$ cat src/rtl/issue_select_pkg.sv
// -----------------------------------------------------------------------------
// issue_select_pkg
//   Shared sizing constants and index/latency types for the issue scheduler.
//   RS_ENTRIES : reservation-station entries (power of two)
//   NUM_FUS    : functional units served by the scheduler
//   LAT_W      : width of an entry's execution-latency field
// -----------------------------------------------------------------------------
package issue_select_pkg;

  localparam int RS_ENTRIES = 8;
  localparam int NUM_FUS    = 2;
  localparam int LAT_W      = 4;

  localparam int IDX_W = $clog2(RS_ENTRIES);
  // A single FU still needs a 1-bit selector field per entry.
  localparam int FU_W  = (NUM_FUS > 1) ? $clog2(NUM_FUS) : 1;

  typedef logic [IDX_W-1:0] rs_idx_t;
  typedef logic [FU_W-1:0]  fu_idx_t;
  typedef logic [LAT_W-1:0] lat_t;

endpackage : issue_select_pkg

$ cat src/rtl/issue_select_rr_pick.sv
// -----------------------------------------------------------------------------
// rr_pick
//   Round-robin priority picker: returns the first set bit of `mask` found by
//   scanning upward from `ptr`, wrapping from N-1 back to 0.
//   mask  in  N : candidate entries
//   ptr   in  W : scan start position
//   valid out 1 : at least one candidate was found
//   idx   out W : index of the chosen candidate (0 when !valid)
// -----------------------------------------------------------------------------
module rr_pick #(
  parameter int N = 8,
  parameter int W = $clog2(N)
) (
  input  logic [N-1:0] mask,
  input  logic [W-1:0] ptr,
  output logic         valid,
  output logic [W-1:0] idx
);

  logic [W-1:0] cand;

  // N is a power of two, so the W-bit add wraps exactly at N.
  always_comb begin
    // NOTE: every output of a combinational block gets a default before any
    // conditional assignment; otherwise an unassigned path infers a latch.
    valid = 1'b0;
    idx   = '0;
    cand  = '0;
    for (int i = 0; i < N; i++) begin
      cand = ptr + W'(i);
      if (!valid && mask[cand]) begin
        valid = 1'b1;
        idx   = cand;
      end
    end
  end

endmodule : rr_pick

$ cat src/rtl/issue_select.sv
// -----------------------------------------------------------------------------
// issue_select
//   Per-FU issue scheduler. Each cycle every free FU picks one ready, not yet
//   in-flight RS entry targeting it (round-robin from that FU's pointer), then
//   counts down the entry's latency and pulses completion on the last cycle.
//
//   clk         in  1                 : rising-edge clock
//   rst         in  1                 : synchronous active-high reset
//   flush       in  1                 : squash all in-flight work (pointers kept)
//   reqs        in  RS_ENTRIES        : ready mask from wakeup
//   entry_fu    in  RS_ENTRIES*FU_W   : target FU per entry
//   entry_lat   in  RS_ENTRIES*LAT_W  : execution latency per entry (0 acts as 1)
//   grant_valid out NUM_FUS           : FU f issues this cycle
//   grant       out NUM_FUS*IDX_W     : entry issued to FU f (0 when idle)
//   fu_busy     out NUM_FUS           : FU f latency counter nonzero
//   done_valid  out NUM_FUS           : FU f completes its entry this cycle
//   done_entry  out NUM_FUS*IDX_W     : entry completing on FU f
// -----------------------------------------------------------------------------
module issue_select #(
  parameter int RS_ENTRIES = issue_select_pkg::RS_ENTRIES,
  parameter int NUM_FUS    = issue_select_pkg::NUM_FUS,
  parameter int LAT_W      = issue_select_pkg::LAT_W,
  parameter int IDX_W      = $clog2(RS_ENTRIES),
  parameter int FU_W       = (NUM_FUS > 1) ? $clog2(NUM_FUS) : 1
) (
  input  logic                        clk,
  input  logic                        rst,
  input  logic                        flush,
  input  logic [RS_ENTRIES-1:0]       reqs,
  input  logic [RS_ENTRIES*FU_W-1:0]  entry_fu,
  input  logic [RS_ENTRIES*LAT_W-1:0] entry_lat,
  output logic [NUM_FUS-1:0]          grant_valid,
  output logic [NUM_FUS*IDX_W-1:0]    grant,
  output logic [NUM_FUS-1:0]          fu_busy,
  output logic [NUM_FUS-1:0]          done_valid,
  output logic [NUM_FUS*IDX_W-1:0]    done_entry
);

  // ---------------------------------------------------------------------------
  // State
  // ---------------------------------------------------------------------------
  logic [LAT_W-1:0]      cnt_q    [NUM_FUS];
  logic [LAT_W-1:0]      cnt_d    [NUM_FUS];
  logic [IDX_W-1:0]      cur_q    [NUM_FUS];
  logic [IDX_W-1:0]      cur_d    [NUM_FUS];
  logic [IDX_W-1:0]      rr_ptr_q [NUM_FUS];
  logic [IDX_W-1:0]      rr_ptr_d [NUM_FUS];
  logic [RS_ENTRIES-1:0] inflight_q;
  logic [RS_ENTRIES-1:0] inflight_d;

  // ---------------------------------------------------------------------------
  // Eligibility and per-FU pickers
  // ---------------------------------------------------------------------------
  logic [NUM_FUS-1:0][RS_ENTRIES-1:0] elig;
  logic [NUM_FUS-1:0]                 pick_valid;
  logic [IDX_W-1:0]                   pick_idx [NUM_FUS];
  logic [NUM_FUS-1:0]                 fu_free;
  logic [LAT_W-1:0]                   sel_lat;

  // Entries whose FU field is >= NUM_FUS never match any f, so they are
  // simply never granted.
  always_comb begin
    elig = '0;
    for (int f = 0; f < NUM_FUS; f++) begin
      for (int e = 0; e < RS_ENTRIES; e++) begin
        elig[f][e] = reqs[e] && !inflight_q[e] &&
                     (entry_fu[e*FU_W +: FU_W] == FU_W'(f));
      end
    end
  end

  for (genvar f = 0; f < NUM_FUS; f++) begin : g_fu
    rr_pick #(
      .N (RS_ENTRIES),
      .W (IDX_W)
    ) u_pick (
      .mask  (elig[f]),
      .ptr   (rr_ptr_q[f]),
      .valid (pick_valid[f]),
      .idx   (pick_idx[f])
    );
  end

  // ---------------------------------------------------------------------------
  // Outputs: combinational from current inputs and registered state. They are
  // held at zero while rst is high so nothing is issued or retired during reset.
  // ---------------------------------------------------------------------------
  always_comb begin
    grant_valid = '0;
    grant       = '0;
    fu_busy     = '0;
    done_valid  = '0;
    done_entry  = '0;
    fu_free     = '0;
    for (int f = 0; f < NUM_FUS; f++) begin
      // A counter at 1 finishes this cycle, so the FU can accept back-to-back.
      fu_free[f] = (cnt_q[f] <= LAT_W'(1));
      if (!rst) begin
        grant_valid[f] = fu_free[f] && pick_valid[f];
        if (grant_valid[f]) begin
          grant[f*IDX_W +: IDX_W] = pick_idx[f];
        end
        fu_busy[f]                   = (cnt_q[f] != '0);
        done_valid[f]                = (cnt_q[f] == LAT_W'(1));
        done_entry[f*IDX_W +: IDX_W] = cur_q[f];
      end
    end
  end

  // ---------------------------------------------------------------------------
  // Next state
  // ---------------------------------------------------------------------------
  always_comb begin
    inflight_d = inflight_q;
    sel_lat    = '0;
    for (int f = 0; f < NUM_FUS; f++) begin
      cnt_d[f]    = cnt_q[f];
      cur_d[f]    = cur_q[f];
      rr_ptr_d[f] = rr_ptr_q[f];
    end

    // Retire first, then issue: a completing entry is still in flight and so
    // cannot be the one granted, and the new set must survive the old clear.
    for (int f = 0; f < NUM_FUS; f++) begin
      if (done_valid[f]) begin
        inflight_d[cur_q[f]] = 1'b0;
      end
    end

    for (int f = 0; f < NUM_FUS; f++) begin
      if (grant_valid[f]) begin
        sel_lat                  = entry_lat[pick_idx[f]*LAT_W +: LAT_W];
        cnt_d[f]                 = (sel_lat == '0) ? LAT_W'(1) : sel_lat;
        cur_d[f]                 = pick_idx[f];
        inflight_d[pick_idx[f]]  = 1'b1;
        rr_ptr_d[f]              = pick_idx[f] + IDX_W'(1);
      end else if (cnt_q[f] != '0) begin
        cnt_d[f] = cnt_q[f] - LAT_W'(1);
      end
    end

    // Flush discards this cycle's grants and completions; only the fairness
    // pointers are kept.
    if (flush) begin
      inflight_d = '0;
      for (int f = 0; f < NUM_FUS; f++) begin
        cnt_d[f]    = '0;
        cur_d[f]    = '0;
        rr_ptr_d[f] = rr_ptr_q[f];
      end
    end
  end

  // ---------------------------------------------------------------------------
  // State registers
  // ---------------------------------------------------------------------------
  always_ff @(posedge clk) begin
    // NOTE: non-blocking assignments so every flop samples pre-edge values,
    // independent of statement order.
    if (rst) begin
      // NOTE: these per-FU arrays are a handful of flops, not a RAM, so they
      // are reset like any other control state.
      inflight_q <= '0;
      for (int f = 0; f < NUM_FUS; f++) begin
        cnt_q[f]    <= '0;
        cur_q[f]    <= '0;
        rr_ptr_q[f] <= '0;
      end
    end else begin
      inflight_q <= inflight_d;
      for (int f = 0; f < NUM_FUS; f++) begin
        cnt_q[f]    <= cnt_d[f];
        cur_q[f]    <= cur_d[f];
        rr_ptr_q[f] <= rr_ptr_d[f];
      end
    end
  end

endmodule : issue_select

$ cat config.mk
export PLATFORM = sky130hd
export DESIGN_NAME = issue_select
export DESIGN_NICKNAME = d
export VERILOG_FILES = /design/src/rtl/issue_select_pkg.sv /design/src/rtl/issue_select_rr_pick.sv /design/src/rtl/issue_select.sv
export SDC_FILE = /design/constraint.sdc
export NUM_CORES = 1
export LEC_CHECK = 0
export CAP_MARGIN = 20
export CORE_MARGIN = 2
export CORE_UTILIZATION = 56
export CTS_CLUSTER_DIAMETER = 50
export DETAILED_ROUTE_END_ITERATION = 10
export PLACE_DENSITY = 0.93
export SYNTH_ARGS = -nofsm -noshare
export SYNTH_HDL_FRONTEND = slang
export SYNTH_HIERARCHICAL = 1
export SYNTH_SLANG_ARGS = --single-unit
$ cat constraint.sdc
create_clock -name clk -period 6 [get_ports clk]
set_input_delay 0.9 -clock clk [delete_from_list [all_inputs] [get_ports clk]]
set_output_delay 0.9 -clock clk [all_outputs]
set_load 0.03 [all_outputs]
# Yosys cells after proc, flatten, opt, wreduce, memory -nomap -nowiden
# Memory sizes are Yosys's and may differ from the RTL's.
# Index checks and enable logic that the tools add are counted.
[op_classes]
n_reduce_logical = 71
addsub = 18
n_eq_ne = 2
magnitude_cmp = 26
bitwise = 20
shift = 2
n_mux = 110
[ops]
columns = ["cell", "n"]
rows = [
  ["$mux W3", 30],
  ["$lt A3 B4 Y1 const B", 20],
  ["$shiftx A32 B6 Y4", 2],
  ["$bmux W1 S3", 16],
  ["$mux W1", 45],
  ["$logic_and A1 B1 Y1", 44],
  ["$mux W8", 5],
  ["$mux W4", 8],
  ["$add A3 B3 Y3 const B", 8],
  ["$logic_not A1 Y1", 22],
  ["$and A8 B8 Y8", 2],
  ["$not A8 Y8", 2],
  ["$or A8 B8 Y8", 2],
  ["$add A3 B1 Y3 const B", 4],
  ["$add A3 B2 Y3 const B", 4],
  ["$demux W1 S3", 4],
  ["$ge A3 B1 Y1 const B", 4],
  ["$mux W6", 2],
  ["$eq A4 B1 Y1 const B", 2],
  ["$le A4 B1 Y1 const B", 2],
  ["$logic_not A4 Y1", 2],
  ["$not A1 Y1", 8],
  ["$reduce_bool A4 Y1", 2],
  ["$sub A4 B1 Y4 const B", 2],
  ["other kinds (2)", 7],
]
[word_totals]
ram_bits = 20
out_inout_bits = 18
wordCells = 253
input_bits = 51
memories = 3
ff_bits = 8
[mem_list]
columns = ["name", "depth", "word_bits", "rd", "rd_clocked_by_memory_dff", "write_ports", "line", "rtl"]
rows = [
  ["cnt_q", 2, 4, 2, 0, 2, "issue_select.sv:42", "logic [LAT_W-1:0] cnt_q [NUM_FUS];"],
  ["cur_q", 2, 3, 2, 0, 2, "issue_select.sv:44", "logic [IDX_W-1:0] cur_q [NUM_FUS];"],
  ["rr_ptr_q", 2, 3, 2, 0, 2, "issue_select.sv:46", "logic [IDX_W-1:0] rr_ptr_q [NUM_FUS];"],
]

# Depth between registers and ports, before layout
# Gate-level depths: netlist (run 1).
[logic_depth]
depth_word = 35
ltp_mapped = 19
depth_no_buf = 14

# Cells and area by module
# The synthesis (run 1) kept the hierarchy.
[modules_own_cells]
columns = ["module", "instances", "cells_per_inst", "area_each_um2", "seq_area_each_um2"]
rows = [
  ["issue_select", 1, 255, 2232.1, 560.5],
  ["rr_pick", 2, 121, 1081.0, 0.0],
]

# Least setup slack after synthesis (run 1)
# Ideal clock, no wire load.
[synth_timing]
kind = "register -> output"
start = "memory rr_ptr_q[0][4] in the netlist's numbering"
end = "output port grant[4]"
n_path_buf = 5
path_stages_with_launch = 14
arrival_time_ns = 3.716
setup_slack_ns = 1.384
t_required_ns = 5.100
cell_sequence = "dfxtp_1 -> buf_2 -> buf_2 -> inv_1 -> ha_1 -> buf_6 -> mux4_2 -> mux2_4 -> or2_1 -> o311a_1 -> a31oi_1 -> buf_4 -> and2_1 -> clkbuf_1"
[synth_lines]
columns = ["item", "line", "rtl"]
rows = [
  ["start: declaration", "issue_select.sv:46", ""],
  ["end: declaration", "issue_select.sv:33", "output logic [NUM_FUS*IDX_W-1:0] grant,"],
]

==> metrics, run 1 <==
status finished, final reports clean; Final period util 0.950; reg2reg start rr_ptr_q[0][1]$_SDFFE_PP0P_; CP max stage delay slightly below 0.9 ns; sequential cell area fraction in the yosys report 0.128; commonest non-fill, non-tap cell in the layout clkdlybuf4s50_1; fill count around 600; Distinct cells, synth 63; H-Tree Depth 1; synth top area cells mux4_2, dfxtp_1, mux4_1; commonest cells after routing, fill and taps aside clkdlybuf4s50_1, nor2_1, a21oi_1; post-synth top area share 0.133; die area 8570 µm²; setup violators final 0; crit end category output port; Slowest-stage cell, CP nor3b_1; number of warnings issued by yosys 6; CTS clk-pin slew, worst paths 0.09 ns; worst min-delay path category flop to flop; Hold Path Origin inflight_q[0]$_SDFF_PP0_; antenna violations before repair 0; cells after synthesis 497; TNS Setup 0 ns; grt ovf 0; Vias/cell 6.87; Max Root-Sink Buffers 2; Max Clock Skew 0.00407 ns; EDFF count, synth 0; Die Ht 92.6 µm; nets 618; Core Rows 32; critical path buffer and inverter count 2; relative slew slack 0.267; crit path max fanout 10; Max Freq 0.175 GHz; worst path arrival time about 4.8 ns; RePlAce Congestion 0.986; prevailing post-synth register cell dfxtp_1; syn_area_per_cell about 8.8 µm²; vias in the first global route 4300; WL/cell around 19 µm; dpl hpwl around 9400 µm; drt pass-1 iters 6; TritonCTS Sinks 28; Worst Path Required 5.10 ns; post-cts gate resize count 0; IO buf count between 60 and 70; asr flop ratio synth 0; synthesized cell area 4390 µm²; Syn Nets 560; FF+latch count, synth 28; unrepaired setup endpoints after global routing no; crit-path most repeated cell clkdlybuf4s50_1; final core occ 0.677; starting density of the core 0.575; CP Cell Sequence clkdlybuf4s50_1, nor3b_1, mux2i_1, and3_1, o41a_1, o21ai_2, nor2_1, o311a_1, a31oi_1, and2_1, clkdlybuf4s50_1; WP depth 11; CP startpoint reqs[3]; first-pass GRT wire length between 20000 and 25000 µm; register-to-register setup slack ~1.4 ns; CTS buffer count 3; maximum capacitance violations 0; initial DRC count between 300 and 400; Worst setup SP type input port; I/O pin cnt 69; gr usage total 0.289; Crit Path Category input port to output port; hold_buf cts 0; multi-input logic area approximately 3500 µm²; final WL about 12000 µm; Chip Width 92.6 µm; post-route ant nets 0; endpoints failing hold 0; largest net degree at the start of global routing 23; worst reg-to-reg path cell count 15; CTS tree built; Vias 4497; # DRC 0; # diodes 0; Crit path max-delay family simple AND/OR/NAND/NOR gates; Root Buffer clkbuf_8; fraction of layout cells with a size suffix above 1 0.152; Seq. cell area about 560 µm²; CORE AREA approximately 7600 µm²; Final min period 5.70 ns; Worst Tran Pin Value 1.10 ns; reg2reg end cnt_q[0][0]$_SDFFE_PP0P_; post-CTS setup buffers 0; Area growth, synth to finish 17.9%; worst setup path end grant[1]; Clock Latency Late Sink 0.27 ns; leading area contributor after synthesis mux4_2; Slew Limit Fails 0
[flip-flops by register name, summed over array words and instances, names as in the netlist]
register	flops
inflight_q	8
cnt_q	8
rr_ptr_q	6
cur_q	6
[final cells by class]
| type | instances | area share |
|---|---|---|
| clock buffer | 3 | 0.00797 |
| inverter | 24 | 0.0174 |
| multi-input combinational | 408 | 0.679 |
| sequential | 28 | 0.108 |
| tap | 102 | 0.0246 |
| timing repair buffer | 90 | 0.163 |
[cells in the mapped netlist, drive strengths merged (12+ instances only)]
master	count
a21oi	39
buf	28
dfxtp	28
ha	12
inv	24
mux2i	29
mux4	41
nand2	28
nand3	13
nor2	53
nor2b	15
o21ai	21
[per-stage QoR]
stage / hold WS (ns) / cell area (µm²) / setup WS, ns / std cells
6_report: 0.518 / 5180 / 0.299 / 655
5_1_grt: 0.536 / 5180 / 0.115 / 655
4_1_cts: 0.503 / 5180 / 0.354 / 655
3_5_place_dp: 0.490 / 5140 / 0.359 / 652
3_3_place_gp: 0.476 / 5140 / 0.579 / 652
2_1_floorplan: 0.441 / 4390 / 1.38 / 497
[worst min-delay path by stage]
stage | endpoint | slack [ns] | cells past startpoint
2_1_floorplan | inflight_q[0]$_SDFF_PP0_ | 0.44 | 2
3_3_place_gp | inflight_q[4]$_SDFF_PP0_ | 0.48 | 2
3_5_place_dp | inflight_q[0]$_SDFF_PP0_ | 0.49 | 2
4_1_cts | inflight_q[0]$_SDFF_PP0_ | 0.50 | 2
5_1_grt | inflight_q[0]$_SDFF_PP0_ | 0.54 | 2
6_report | inflight_q[0]$_SDFF_PP0_ | 0.52 | 2
[per-layer routing]
layer	track usage	routed length, µm
met3	0.0570	1130
met2	0.504	6150
met5	0	0
met1	0.359	4960
met4	0.0920	256
[kinds of logic (layout without fill, tap and decap cells)]
logic type,count (synthesis),count (layout),share of synthesized area
xor gates and xnor gates,11,11,0.0219
adders and majority gates,12,12,0.0342
buffers and inverters,61,117,0.0723
muxes,80,80,0.324
AOI/OAI and AO/OA,129,129,0.205
and+or+nand+nor,176,176,0.216
DFF,28,28,0.128
[worst register-to-register path, stage by stage (launching register included)]
cell,delay [ns]
dfxtp_1,0.34
inv_1,0.04
buf_4,0.15
ha_1,0.49
mux4_2,0.63
a21oi_1,0.23
o311a_1,0.24
o21ai_2,0.12
o311ai_1,0.36
nand2_1,0.09
o21ai_1,0.21
buf_4,0.30
mux4_1,0.59
mux2i_1,0.32
nand3_1,0.16
a221oi_2,0.25
Power of run 1 is left out: the tool's default activity adds up to more than one toggle a clock period on the data nets, which glitch-free logic cannot reach.
==> run 2: changes to the inputs <==
Settings changed: ABC_AREA from default to 1, ABC_CLOCK_PERIOD_IN_PS from default to 6000, RECOVER_POWER from default to 50.
==> metrics, run 2 <==
Syn Nets 738 (+32%); dpl hpwl 9170 µm (-2.3%); IO buf count 68 (unchanged); Synth top cells by count nand2_1, inv_1, nor2_1; post-synth top area share 0.144 (+0.0111); vias in the first global route 4339 (+0.91%); fill count 650 (+9.2%); Chip Width 91.3 µm (-1.4%); gr usage total 0.272 (-0.0169); syn_area_per_cell 6.32 µm² (-29%); Final period util 0.886 (-0.0638); Final min period 5.32 ns (-0.383 ns); FF+latch count, synth 28 (unchanged); worst min-delay path category flop to flop; starting density of the core 0.582 (+0.00723); CTS clk-pin slew, worst paths 0.10 ns (about the same); largest net degree at the start of global routing 28 (+22%); register-to-register setup slack 2.15 ns (+0.76 ns); CTS buffer count 3 (unchanged); Slowest-stage cell, CP clkdlybuf4s50_1; # diodes 0 (unchanged); Worst Path Required 5.10 ns (about the same); cells after synthesis 675 (+36%); Vias/cell 5.43 (-21%); sequential cell area fraction in the yosys report 0.131 (+0.00385); relative slew slack 0.561 (+0.293); Area growth, synth to finish 14.6%; Worst setup SP type input port; Core Rows 31 (-3.1%); worst path arrival time 4.42 ns (-0.38 ns); # DRC 0 (unchanged); post-cts gate resize count 0 (unchanged); leading area contributor after synthesis nand2_1; final WL 11200 µm (-10%); CP max stage delay 0.71 ns (-0.17 ns); initial DRC count 300 (-21%); Clock Latency Late Sink 0.28 ns (about the same); Worst Tran Pin Value 0.657 ns (-0.440 ns); most frequent cell after synthesis nand2_1; worst reg-to-reg path cell count 13 (-2); I/O pin cnt 69 (unchanged); crit path max fanout 14 (+4); Post-Layout Cell Count 830 (+27%); Root Buffer clkbuf_8; endpoints failing hold 0 (unchanged); Distinct cells, synth 41 (-35%); WL/cell 13.5 µm (-29%); EDFF count, synth 0 (unchanged); commonest cells after routing, fill and taps aside nand2_1, inv_1, nor2_1; maximum capacitance violations 0 (unchanged); fraction of layout cells with a size suffix above 1 0.170 (+0.0177); Max Root-Sink Buffers 2 (unchanged); worst slack, placed 1.07 ns (+0.707 ns); TNS Setup 0 ns (unchanged); status finished, final reports clean; RePlAce Congestion 1.03 (+4.0%); Slew Limit Fails 0 (unchanged); Final WS setup 0.681 ns (+0.383 ns); Max Freq 0.188 GHz (+7.2%); post-CTS setup buffers 0 (unchanged); Top Registers cnt_q: 8 flops, inflight_q: 8 flops; Max Clock Skew 0.00637 ns (+0.00230 ns); H-Tree Depth 1 (unchanged); setup violators final 0 (unchanged); commonest non-fill, non-tap cell in the layout nand2_1; Inst Count DP 826 (+27%); CTS tree built; synth top area cells nand2_1, dfxtp_1, nand3_2; number of warnings issued by yosys 6 (unchanged); CORE AREA 7330 µm² (-4.1%); nets 795 (+29%); antenna violations before repair 0 (unchanged); WHS Endpoint cur_q[0][5]$_SDFFE_PP0P_; die area 8330 µm² (-2.8%); CP Cell Sequence clkdlybuf4s50_1, nand2_1, nor2_1, nand2_1, nand3_1, nand2_1, o21ai_0, nand3b_1, nand3_4, nor2_1, inv_4, nor2_1, clkdlybuf4s50_1; reg2reg start rr_ptr_q[0][1]$_SDFFE_PP0P_; Hold Path Origin cur_q[0][5]$_SDFFE_PP0P_; WHS Path Cells 2 (unchanged); post-route ant nets 0 (unchanged); synthesized cell area 4270 µm² (-2.9%); reg2reg end inflight_q[2]$_SDFF_PP0_; asr flop ratio synth 0 (unchanged); Crit Path Category input port to output port; Die Ht 91.3 µm (-1.4%); drt pass-1 iters 6 (unchanged); first-pass GRT wire length 19300 µm (-4.9%); grt ovf 0 (unchanged); hold_buf cts 0 (unchanged); hold_ws 0.502 ns (-0.0164 ns); TritonCTS Sinks 28 (unchanged); Vias 4506 (+0.20%); unrepaired setup endpoints after global routing no; crit end category output port; prevailing post-synth register cell dfxtp_1
-- run 2: layout make-up --
cell class,instances,area [µm²],share of cell area
timing repair buffer,70,696,0.142
sequential,28,561,0.115
clock buffer,4,55.1,0.0113
inverter,104,408,0.0834
tap,99,124,0.0253
multi-input combinational,525,3050,0.623
-- run 2: how the worst max path moves through the flow --
stage | startpoint | to | slack (ns)
after global placement | entry_fu[1] | grant[3] | 1.12
final | reqs[0] | grant[1] | 0.68
after detailed placement | entry_fu[4] | grant[3] | 1.07
after global routing | reqs[0] | grant[1] | 0.35
after floorplan | rr_ptr_q[0][3]$_SDFFE_PP0P_ | grant[3] | 2.27
after CTS | rr_ptr_q[0][3]$_SDFFE_PP0P_ | grant[3] | 0.98
-- run 2: cell families (layout without fill, tap and decap cells) --
family	Yosys count	count (layout)	share of synthesized area
DFF	28	28	0.131
adders and majority gates	12	12	0.0352
AOI/OAI and AO/OA	92	92	0.135
buffers and inverters	122	178	0.143
and+or+nand+nor	410	410	0.524
xor gates and xnor gates	11	11	0.0314
-- run 2: per-stage QoR --
stage	util	area [µm²]
floorplan	-	4270
global placement	0.666	4880
detailed placement	0.666	4880
CTS	0.674	4940
global route	0.667	4890
finish	0.667	4890
-- run 2: per-layer routing --
layer  vias up  global-route usage  share of wire
li1       2305                   -              -
met4         0              0.0694          0.016
met5         -                   0              0
met3        20              0.0207          0.066
met2       183               0.485           0.48
met1      1998               0.354           0.43
-- run 2: critical path, delay by kind of cell --
kind | cells | cell delay (ns)
compound gates | 1 | 0.40
buf+inv | 3 | 1.37
simple gates | 9 | 1.74
Power of run 2 is left out for the same reason.
==> run 3: changes to the inputs <==
Settings changed: CORE_ASPECT_RATIO from default to 0.5, SLEW_MARGIN from default to 25.
==> metrics, run 3 (synthesis gave the netlist of run 2 again) <==
Max Root-Sink Buffers 2 (unchanged); nets 795 (unchanged); CTS buffer count 3 (unchanged); fraction of layout cells with a size suffix above 1 0.168 (-0.00137); fill count 596 (-8.3%); drt pass-1 iters 6 (unchanged); Die Ht 65.7 µm (-28%); commonest cells after routing, fill and taps aside nand2_1, inv_1, nor2_1; Placed Area 4880 µm² (about the same); worst slack, placed 0.992 ns (-0.0738 ns); CP Cell Sequence inv_4, ha_1, inv_1, nand3_1, nand2_1, nor2_1, nor2_4, inv_2, nor2_2, nand2_1, nand2_1, nor2_1, nand2_1, nand2_1, nand2_1, buf_4, inv_2, nor2_1, clkdlybuf4s50_1; Slew Limit Fails 0 (unchanged); multi-input logic area 3070 µm² (+0.70%); Worst Tran Pin Value 0.866 ns (+0.210 ns); post-route ant nets 0 (unchanged); CTS clk-pin slew, worst paths 0.07 ns (-0.03 ns); Max Freq 0.183 GHz (-2.6%); critical path buffer and inverter count 6 (+3); final core occ 0.674 (+0.00698); relative slew slack 0.422 (-0.138); commonest non-fill, non-tap cell in the layout nand2_1; dpl hpwl 9390 µm (+2.4%); Final period util 0.910 (+0.0237); WL/cell 14.8 µm (+9.6%); worst path arrival time 4.56 ns (+0.14 ns); gr usage total 0.301 (+0.0286); Root Buffer clkbuf_16; TNS Setup 0 ns (unchanged); CP max stage delay 0.75 ns (+0.04 ns); Final min period 5.46 ns (+0.142 ns); CP startpoint rr_ptr_q[0][3]$_SDFFE_PP0P_; first-pass GRT wire length 20400 µm (+5.8%); vias in the first global route 4405 (+1.5%); grt ovf 0 (unchanged); status finished, final reports clean; unrepaired setup endpoints after global routing no; grt met2 use 0.509 (+0.0241); RePlAce Congestion 0.989 (-3.6%); Seq. cell area 561 µm² (unchanged); Chip Width 127 µm (+40%); routing usage on met3 0.0277 (+0.00694); # DRC 0 (unchanged); maximum capacitance violations 0 (unchanged); CTS tree built; antenna violations before repair 0 (unchanged); Vias 4697 (+4.2%); I/O pin cnt 69 (unchanged); setup violators final 0 (unchanged); grt peak-use layer met2; crit-path most repeated cell nand2_1; Core Rows 22 (-29%); Worst Path Required 5.10 ns (about the same); Top Registers cnt_q: 8 flops, inflight_q: 8 flops; Clock Latency Late Sink 0.27 ns (about the same); largest net degree at the start of global routing 28 (unchanged); worst min-delay path category flop to flop; TritonCTS Sinks 28 (unchanged); hold_buf cts 0 (unchanged); GRT met1 Usage 0.395 (+0.0406); # diodes 0 (unchanged); endpoints failing hold 0 (unchanged); die area 8370 µm² (+0.50%); IO buf count 68 (unchanged); initial DRC count 540 (+80%); CORE AREA 7350 µm² (+0.26%); crit path max fanout 27 (+13); Hold Path Origin cur_q[0][5]$_SDFFE_PP0P_; H-Tree Depth 1 (unchanged); post-CTS setup buffers 0 (unchanged); crit end category output port; Vias/cell 5.68 (+4.6%); Area growth, synth to finish 16.1%; Worst setup SP type flop; post-cts gate resize count 0 (unchanged); reg2reg start rr_ptr_q[0][1]$_SDFFE_PP0P_; Max Clock Skew 0.00314 ns (-0.00322 ns); starting density of the core 0.580 (-0.00149); Crit Path Category flop to output port; Final WS setup 0.539 ns (-0.142 ns); Crit path max-delay family buffers and inverters; Slowest-stage cell, CP clkdlybuf4s50_1; fin area 4950 µm² (+1.3%); final WL 12200 µm (+9.2%)
run 3: metal layers:
metal  vias up  wire (µm)
met4         0        451
met5         -          0
met1      2089       5280
met3        43        958
met2       266       5530
li1       2299          -
run 3: through the flow:
| step | hold WS (ns) | cells |
|---|---|---|
| finish | 0.534 | 827 |
| floorplan | 0.471 | 675 |
| detailed placement | 0.487 | 823 |
| CTS | 0.524 | 827 |
| global placement | 0.480 | 823 |
| global route | 0.559 | 827 |
run 3: path summary, 6_finish.rpt:
kind,endpoint,slack [ns],cells past startpoint
setup / recovery,grant[3],0.54,19
hold / removal,cur_q[0][5]$_SDFFE_PP0P_,0.53,2
setup reg to reg,cnt_q[0][0]$_SDFFE_PP0P_,1.29,22
hold reg to reg,cur_q[0][5]$_SDFFE_PP0P_,0.53,2
run 3: worst min-delay path: stages (launching register included):
cell and delay (ns):
dfxtp_1 0.34, nand2_1 0.08, a21oi_1 0.06
run 3: layout make-up:
cell class | instances | area share
Inverter | 104 | 0.0823
Sequential cell | 28 | 0.113
Clock buffer | 3 | 0.0152
Clock inverter | 1 | 0.00606
Tap cell | 96 | 0.0242
Timing Repair Buffer | 70 | 0.140
Multi-Input combinational cell | 525 | 0.619
Power of run 3 is left out for the same reason.
